[config.mk]
export PLATFORM = sky130hd
export DESIGN_NAME = ssd_scan_driver
export DESIGN_NICKNAME = d
export VERILOG_FILES = /design/src/rtl/ssd_pkg.sv /design/src/rtl/ssd_hex_decoder.sv /design/src/rtl/ssd_scan_driver.sv
export SDC_FILE = /design/constraint.sdc
export NUM_CORES = 1
export LEC_CHECK = 0
export BUFFER_PORTS_ARGS = -buffer_cell sky130_fd_sc_hd__buf_2
export CELL_PAD_IN_SITES_DETAIL_PLACEMENT = 0
export CELL_PAD_IN_SITES_GLOBAL_PLACEMENT = 1
export CORE_MARGIN = 4
export CORE_UTILIZATION = 45
export DETAILED_ROUTE_END_ITERATION = 10
export HOLD_SLACK_MARGIN = 0.12
export MAX_ROUTING_LAYER = met4
export PLACE_DENSITY = 0.76
export SLEW_MARGIN = 5
export SYNTH_ARGS = -nofsm -noshare
export SYNTH_HDL_FRONTEND = slang
export SYNTH_SLANG_ARGS = --single-unit
[constraint.sdc]
create_clock -name clk -period 2.7 [get_ports clk]
set_input_delay 0.405 -clock clk [delete_from_list [all_inputs] [get_ports clk]]
set_output_delay 0.405 -clock clk [all_outputs]
set_load 0.02 [all_outputs]
[src/rtl/ssd_pkg.sv]
// Shared constants for the seven-segment scan driver.
// Segment order is {g,f,e,d,c,b,a}, active-high.
package ssd_pkg;

  localparam int SEG_W = 7;
  localparam int SEG_A = 0;
  localparam int SEG_B = 1;
  localparam int SEG_C = 2;
  localparam int SEG_D = 3;
  localparam int SEG_E = 4;
  localparam int SEG_F = 5;
  localparam int SEG_G = 6;

  localparam logic [SEG_W-1:0] SEG_LUT [16] = '{
    7'h3F, 7'h06, 7'h5B, 7'h4F,
    7'h66, 7'h6D, 7'h7D, 7'h07,
    7'h7F, 7'h6F, 7'h77, 7'h7C,
    7'h39, 7'h5E, 7'h79, 7'h71
  };

  // Never narrower than one bit, so single-entry spaces stay legal.
  function automatic int idx_width(input int n);
    return (n > 1) ? $clog2(n) : 1;
  endfunction

endpackage

[src/rtl/ssd_hex_decoder.sv]
// Nibble to active-high seven-segment pattern.
// Output polarity is applied by the parent.
module ssd_hex_decoder
  import ssd_pkg::*;
(
  input  logic [3:0]       i_nib,
  output logic [SEG_W-1:0] o_seg
);

  assign o_seg = SEG_LUT[i_nib];

endmodule

[src/rtl/ssd_scan_driver.sv]
// Time-multiplexed NUM_DIGITS hex display driver with register bank.
// Define SSD_SCAN_BLINK_EN to add per-digit blink masking.
module ssd_scan_driver
  import ssd_pkg::*;
#(
  parameter int NUM_DIGITS     = 4,
  parameter int REFRESH_DIV    = 1000,
  parameter int BLANK_CYCLES   = 2,
  parameter int SEG_ACTIVE_LOW = 0,
  parameter int DIG_ACTIVE_LOW = 1
`ifdef SSD_SCAN_BLINK_EN
  ,
  parameter int BLINK_FRAMES   = 32
`endif
)(
  input  logic                             clk,
  input  logic                             rst,
  input  logic                             ena,
  input  logic                             wr_en,
  input  logic [idx_width(NUM_DIGITS)-1:0] wr_addr,
  input  logic [3:0]                       wr_data,
  input  logic                             wr_dp,
  input  logic                             lz_blank_en,
`ifdef SSD_SCAN_BLINK_EN
  input  logic [NUM_DIGITS-1:0]            blink_mask,
`endif
  output logic [SEG_W-1:0]                 seg_out,
  output logic                             dp_out,
  output logic [NUM_DIGITS-1:0]            dig_sel,
  output logic                             frame_tick
);

  localparam int IW = idx_width(NUM_DIGITS);
  localparam int CW = idx_width(REFRESH_DIV);
  localparam bit SEG_INV = (SEG_ACTIVE_LOW != 0);
  localparam bit DIG_INV = (DIG_ACTIVE_LOW != 0);
  localparam logic [SEG_W-1:0] SEG_OFF =
    SEG_INV ? {SEG_W{1'b1}} : {SEG_W{1'b0}};
  localparam logic [NUM_DIGITS-1:0] DIG_OFF =
    DIG_INV ? {NUM_DIGITS{1'b1}} : {NUM_DIGITS{1'b0}};

  logic [3:0]            r_dig [NUM_DIGITS];
  logic [NUM_DIGITS-1:0] r_dp;
  logic [CW-1:0]         r_slot;
  logic [IW-1:0]         r_idx;
  logic [SEG_W-1:0]      r_seg;
  logic                  r_dp_o;
  logic [NUM_DIGITS-1:0] r_sel;
  logic                  r_tick;

  logic                  w_addr_ok;
  logic                  w_slot_end;
  logic                  w_frame_end;
  logic [NUM_DIGITS-1:0] w_upper;
  logic [NUM_DIGITS-1:0] w_lz;
  logic [NUM_DIGITS-1:0] w_blank;
  logic [3:0]            w_nib;
  logic [SEG_W-1:0]      w_seg_raw;
  logic [SEG_W-1:0]      w_seg;
  logic                  w_dp;
  logic [NUM_DIGITS-1:0] w_sel;

  assign w_addr_ok   = {1'b0, wr_addr} < (IW+1)'(NUM_DIGITS);
  assign w_slot_end  = r_slot == CW'(REFRESH_DIV-1);
  assign w_frame_end = w_slot_end && (r_idx == IW'(NUM_DIGITS-1));

  always_ff @(posedge clk) begin
    if (rst) begin
      for (int k = 0; k < NUM_DIGITS; k++) r_dig[k] <= '0;
      r_dp <= '0;
    end else if (wr_en && w_addr_ok) begin
      r_dig[wr_addr] <= wr_data;
      r_dp[wr_addr]  <= wr_dp;
    end
  end

  always_ff @(posedge clk) begin
    if (rst) begin
      r_slot <= '0;
      r_idx  <= '0;
    end else if (ena) begin
      if (w_slot_end) begin
        r_slot <= '0;
        r_idx  <= (r_idx == IW'(NUM_DIGITS-1)) ? '0 : r_idx + 1'b1;
      end else begin
        r_slot <= r_slot + 1'b1;
      end
    end
  end

  // w_upper[k]: digit k and every digit above it are zero with no dp.
  always_comb begin
    logic v_run;
    v_run   = 1'b1;
    w_upper = '0;
    for (int k = NUM_DIGITS-1; k >= 0; k--) begin
      v_run      = v_run && (r_dig[k] == 4'h0) && !r_dp[k];
      w_upper[k] = v_run;
    end
  end

  assign w_lz = lz_blank_en ? (w_upper & ~NUM_DIGITS'(1)) : '0;

`ifdef SSD_SCAN_BLINK_EN
  localparam int FW = idx_width(BLINK_FRAMES);
  logic [FW-1:0] r_fcnt;
  logic          r_phase;

  always_ff @(posedge clk) begin
    if (rst) begin
      r_fcnt  <= '0;
      r_phase <= 1'b0;
    end else if (ena && w_frame_end) begin
      if (r_fcnt == FW'(BLINK_FRAMES-1)) begin
        r_fcnt  <= '0;
        r_phase <= ~r_phase;
      end else begin
        r_fcnt <= r_fcnt + 1'b1;
      end
    end
  end

  assign w_blank = w_lz | (r_phase ? blink_mask : '0);
`else
  assign w_blank = w_lz;
`endif

  assign w_nib = r_dig[r_idx];

  ssd_hex_decoder u_dec (
    .i_nib (w_nib),
    .o_seg (w_seg_raw)
  );

  assign w_seg = w_blank[r_idx] ? '0 : w_seg_raw;
  assign w_dp  = !w_blank[r_idx] && r_dp[r_idx];
  assign w_sel = (r_slot >= CW'(BLANK_CYCLES)) ?
                 (NUM_DIGITS'(1) << r_idx) : '0;

  always_ff @(posedge clk) begin
    if (rst || !ena) begin
      r_seg  <= SEG_OFF;
      r_dp_o <= SEG_INV;
      r_sel  <= DIG_OFF;
      r_tick <= 1'b0;
    end else begin
      r_seg  <= SEG_INV ? ~w_seg : w_seg;
      r_dp_o <= SEG_INV ? !w_dp : w_dp;
      r_sel  <= DIG_INV ? ~w_sel : w_sel;
      r_tick <= w_frame_end;
    end
  end

  assign seg_out    = r_seg;
  assign dp_out     = r_dp_o;
  assign dig_sel    = r_sel;
  assign frame_tick = r_tick;

endmodule

# Word level (Yosys, flattened, before mapping)
# Memories as Yosys holds them, arrays and structs flattened. A register that Yosys moved wholly into a read port is not among the register bits.
# Cells that the tools add are included.
# totals
reg_bits	22
ramBits	16
mem_bits_ro	112
out_inout_bits	13
n_memories	2
# memory_table
name	depth	width	read_ports	rd_ports_with_merged_regs	write_ports	line	rtl
(name not given)	16	7	1	1	0	ssd_hex_decoder.sv:10	assign o_seg = SEG_LUT[i_nib];
r_dig	4	4	4	1	4	ssd_scan_driver.sv:42	logic [3:0] r_dig [NUM_DIGITS];
# op_classes
add_sub_neg	2
magnitude_cmp	4
eq_ne	2
shift	1
n_mux	21
bitwise_logic	2
reduce_logical	20
# op_table
operator	n
4-bit zero test	3
4-bit 2-to-1 mux	3
10-bit by 1-bit adder with 10-bit output, second input constant	1
10-bit == test, second input constant	1
10-bit by 2-bit >= comparator with 1-bit output, second input constant	1
10-bit 2-to-1 mux	1
1-bit 2-to-1 mux	9
1-bit logical AND	8
2-bit 2-to-1 mux	4
2-bit by 3-bit < comparator with 1-bit output, second input constant	2
1-bit zero test	5
4-bit NOT with 5-bit output	1
1-bit binary-select mux with 2-bit select	2
4-bit bitwise mux	1
4-bit NOT	1
4-bit OR reduction	1
1-bit by 2-bit << shifter with 4-bit output, first input constant	1
2-bit by 1-bit adder with 2-bit output, second input constant	1
1-bit demux with 2-bit select	1
2-bit == test, second input constant	1
2-bit by 1-bit >= comparator with 1-bit output, second input constant	1
2-bit AND reduction	1
2-bit OR reduction	1
1-bit logical OR	1

# Longest topological paths before layout
# An unclocked memory read counts as a cell.
# depth
depth_word	12
ltp_mapped	7
depth_no_buf	7

# Hierarchy
# From an unflattened synthesis, not the netlist that was laid out.
# unflattened
hier_cells	218
hier_area_um2	2260.9
# by_module_without_submodules
mod	instances	cells_each	area_each_um2
ssd_scan_driver	1	185	1974.4
ssd_hex_decoder	1	33	286.5

# Worst setup path before layout
# OpenSTA, ideal clock, no wires.
# synth_timing
kind	register -> register
from	reg with a tool-made name
to	reg r_seg[3] (netlist: seg_out[3])
setup_ns	0.065
arrival_ns	1.836
setup_slack_ns	0.799
stages_incl_launch_ff	7
path_buffers	0
synth_period_minus_slack_ns	1.901
path_cell_list	dfxtp_1 mux4_1 inv_1 ha_1 inv_1 mux4_2 nor2_1
# synth_lines
item	line	rtl
to (decl)	ssd_scan_driver.sv:46	logic [SEG_W-1:0] r_seg;

==> flow_metrics.env <==
export IMPL_status="finished clean"
export IMPL_post_place_ws_ns=0.628
export IMPL_cp_required_ns=2.93
export IMPL_max_vdd_ir_drop_v=0.000343
export IMPL_regToRegSetupSlack_ns=0.61
export IMPL_timing_final_crit_share_pct=77.5
export IMPL_yosysWarnings=0
export IMPL_die_y_um=77.4
export IMPL_wire_per_inst_um=13.9
export IMPL_cts_root_buffer="clkbuf_8"
export IMPL_num_rows=24
export IMPL_finalInstanceArea_mm2=0.00243
export IMPL_syn_inst=209
export IMPL_synth_edff_count=16
export IMPL_first_global_vias=1507
export IMPL_skew_ns=0.00970
export IMPL_cp_end_kind="register"
export IMPL_synth_seq_cells=47
export IMPL_gp_congestion=0.805
export IMPL_clkSinkCount=47
export IMPL_track_usage_pct=14.7
export IMPL_dpl_cell_area_mm2=0.00232
export IMPL_yosysSeqAreaShare_pct=50.8
export IMPL_cts_hold_buffers=0
export IMPL_pin_count=25
export IMPL_yosysUniqueCellTypes=32
export IMPL_cts_buffers=5
export IMPL_synth_area_mm2=0.00217
export IMPL_route_vias_total=1534
export IMPL_path_class="register to register"
export IMPL_finalSetupTns_ns=0
export IMPL_n_antenna_cell=0
export IMPL_htreeDepth=2
export IMPL_grt_overflow_total=0
export IMPL_clkLatencyLatePin_ns=0.30
export IMPL_syn_to_final_growth_pct=12.1
export IMPL_antenna_found_initial=0
export IMPL_fin_nets=259
export IMPL_min_path_type="input pin to register"
export IMPL_io_buffers=24
export IMPL_finalWorstSetupSlack_ns=0.608
export IMPL_ys_async_sr_fraction_pct=0
export IMPL_drc_errors=0
export IMPL_maxCapViolations=0
export IMPL_viasPerCell=5.34
export IMPL_hpwlAfterDp_um=3190
export IMPL_nFillCells=415
export IMPL_grt_max_degree=15
export IMPL_whs_ns=0.391
export IMPL_syn_nets=234
export IMPL_cts_tree="built"
export IMPL_ant_nets=0
export IMPL_setup_violations=0
export IMPL_drtIter0Drc=99
export IMPL_finalNonFillerCells=287
export IMPL_p_leak_nw=0.996
export IMPL_hold_violations=0
export IMPL_placed_cells=279
export IMPL_rsz0062_at_grt="no"
export IMPL_worst_slew_pin_slew_ns=0.343
export IMPL_max_freq_ghz=0.478
export IMPL_drive_gt1_share_pct=14.5
export IMPL_grt_pass1_wl_um=6810
export IMPL_cts_resized=0
export IMPL_dieArea_mm2=0.00599
export IMPL_clk_pin_slew_ns=0.08
export IMPL_arrival_ns=2.32
export IMPL_clockBufferDepth=2
export IMPL_critPathLaunchType="register"
export IMPL_wirelength_um=4000
export IMPL_synthFlopType="dfxtp_1"
export IMPL_start_util_pct=48.1
export IMPL_powerDensity_mw_per_mm2=583
export IMPL_avgSynthCellArea_um2=10.4
export IMPL_worstPathMaxFanout=5
export IMPL_slew_viol_final=0
export IMPL_fin_crit_ns=2.09
export IMPL_first_pass_iters=4
export IMPL_slew_headroom_pct=76.9
export IMPL_dieWidth_um=77.4
export IMPL_post_cts_buffers=0
export IMPL_core_area_mm2=0.00450
cells in the mapped netlist (all sizes together) (3+ instances only):
library cell / n / area [um2]
nand4: 5 / 31.3
o21ai: 3 / 15.0
inv: 15 / 56.3
nand3: 4 / 20.0
nor3: 9 / 45.0
mux2i: 6 / 60.1
dfxtp: 31 / 621
nand2: 17 / 63.8
a21oi: 3 / 15.0
clkbuf: 5 / 18.8
mux4: 6 / 143
xnor2: 5 / 43.8
nor4: 3 / 18.8
ha: 13 / 163
nor2: 35 / 131
xor2: 4 / 35.0
a221oi: 3 / 26.3
nand2b: 9 / 56.3
edfxtp: 16 / 480
cells by family after synthesis:
family | share of synthesized area, %
and+or+nand+nor | 20.1
muxes | 9.36
adders and majority gates | 7.51
xor gates and xnor gates | 3.64
AOI/OAI and AO/OA | 4.56
DFF | 50.8
buffers and inverters | 3.99
sequential cells by signal, summed over array words and instances (netlist names), named ones only:
name,flops
dig_sel,4
r_idx,2
r_slot,10
frame_tick,1
seg_out,7
dp_out,1
r_dig,16
r_dp,4
final cells by class:
type                            instances  area, um2  share of cell area (%)
Sequential cell                        47       1100                    45.4
Multi-Input combinational cell        141        978                    40.3
Timing Repair Buffer                   24        120                    4.95
Clock buffer                            7       76.3                    3.14
Tap cell                               52       65.1                    2.68
Inverter                               15       56.3                    2.32
Clock inverter                          1       30.0                    1.24
power by group:
| group | internal, W | switching, W |
|---|---|---|
| Clock | 0.000277 | 0.000219 |
| Combinational | 0.0000539 | 0.0000825 |
| Sequential | 0.000764 | 0.0000187 |
worst paths after layout:
path | from | end | cells past startpoint
setup / recovery | register | seg_out[3] | 6
hold / removal | wr_dp | r_dp[1] | 3
setup reg to reg | register | seg_out[3] | 6
hold reg to reg | r_dp[0] | r_dp[0] | 2
layout by cell type (no fill, tap or decap):
master / n
a211oi_1: 1
a21oi_1: 3
a221oi_1: 3
a31oi_1: 2
a41o_1: 1
and2_1: 1
and3_1: 2
buf_2: 24
bufinv_16: 1
clkbuf_1: 2
clkbuf_8: 5
dfxtp_1: 31
edfxtp_1: 16
ha_1: 13
inv_1: 15
mux2i_1: 6
mux4_1: 2
mux4_2: 4
nand2_1: 17
nand2b_1: 9
nand3_1: 4
nand3b_1: 2
nand4_1: 5
nor2_1: 35
nor2b_1: 2
nor3_1: 9
nor4_1: 3
nor4b_1: 1
o21ai_0: 3
o22ai_1: 2
or2b_1: 1
or3_1: 1
xnor2_1: 5
xor2_1: 4
per-layer routing:
metal	wire [um]	GRT usage (%)	part of all wire, %	vias to the layer above
met1	1890	18.8	47	704
met3	238	3.94	6.0	9
met2	1810	22.5	45	50
met4	65	5.34	1.6	0
li1	-	-	-	771
met5	0	-	0	-
through the flow:
stage	util [%]	power [W]
6_report	53.9	0.00141
5_1_grt	53.9	0.00147
4_1_cts	53.9	0.00143
3_5_place_dp	51.5	0.000937
3_3_place_gp	51.5	0.000930
2_1_floorplan	-	0.000894
critical path, stage by stage (launching register included):
cell     delay (ns)
dfxtp_1        0.42
mux4_1         0.69
inv_1          0.18
ha_1           0.17
inv_1          0.05
mux4_2         0.44
nor2_1         0.09
(Power assumes the default switching activity.)
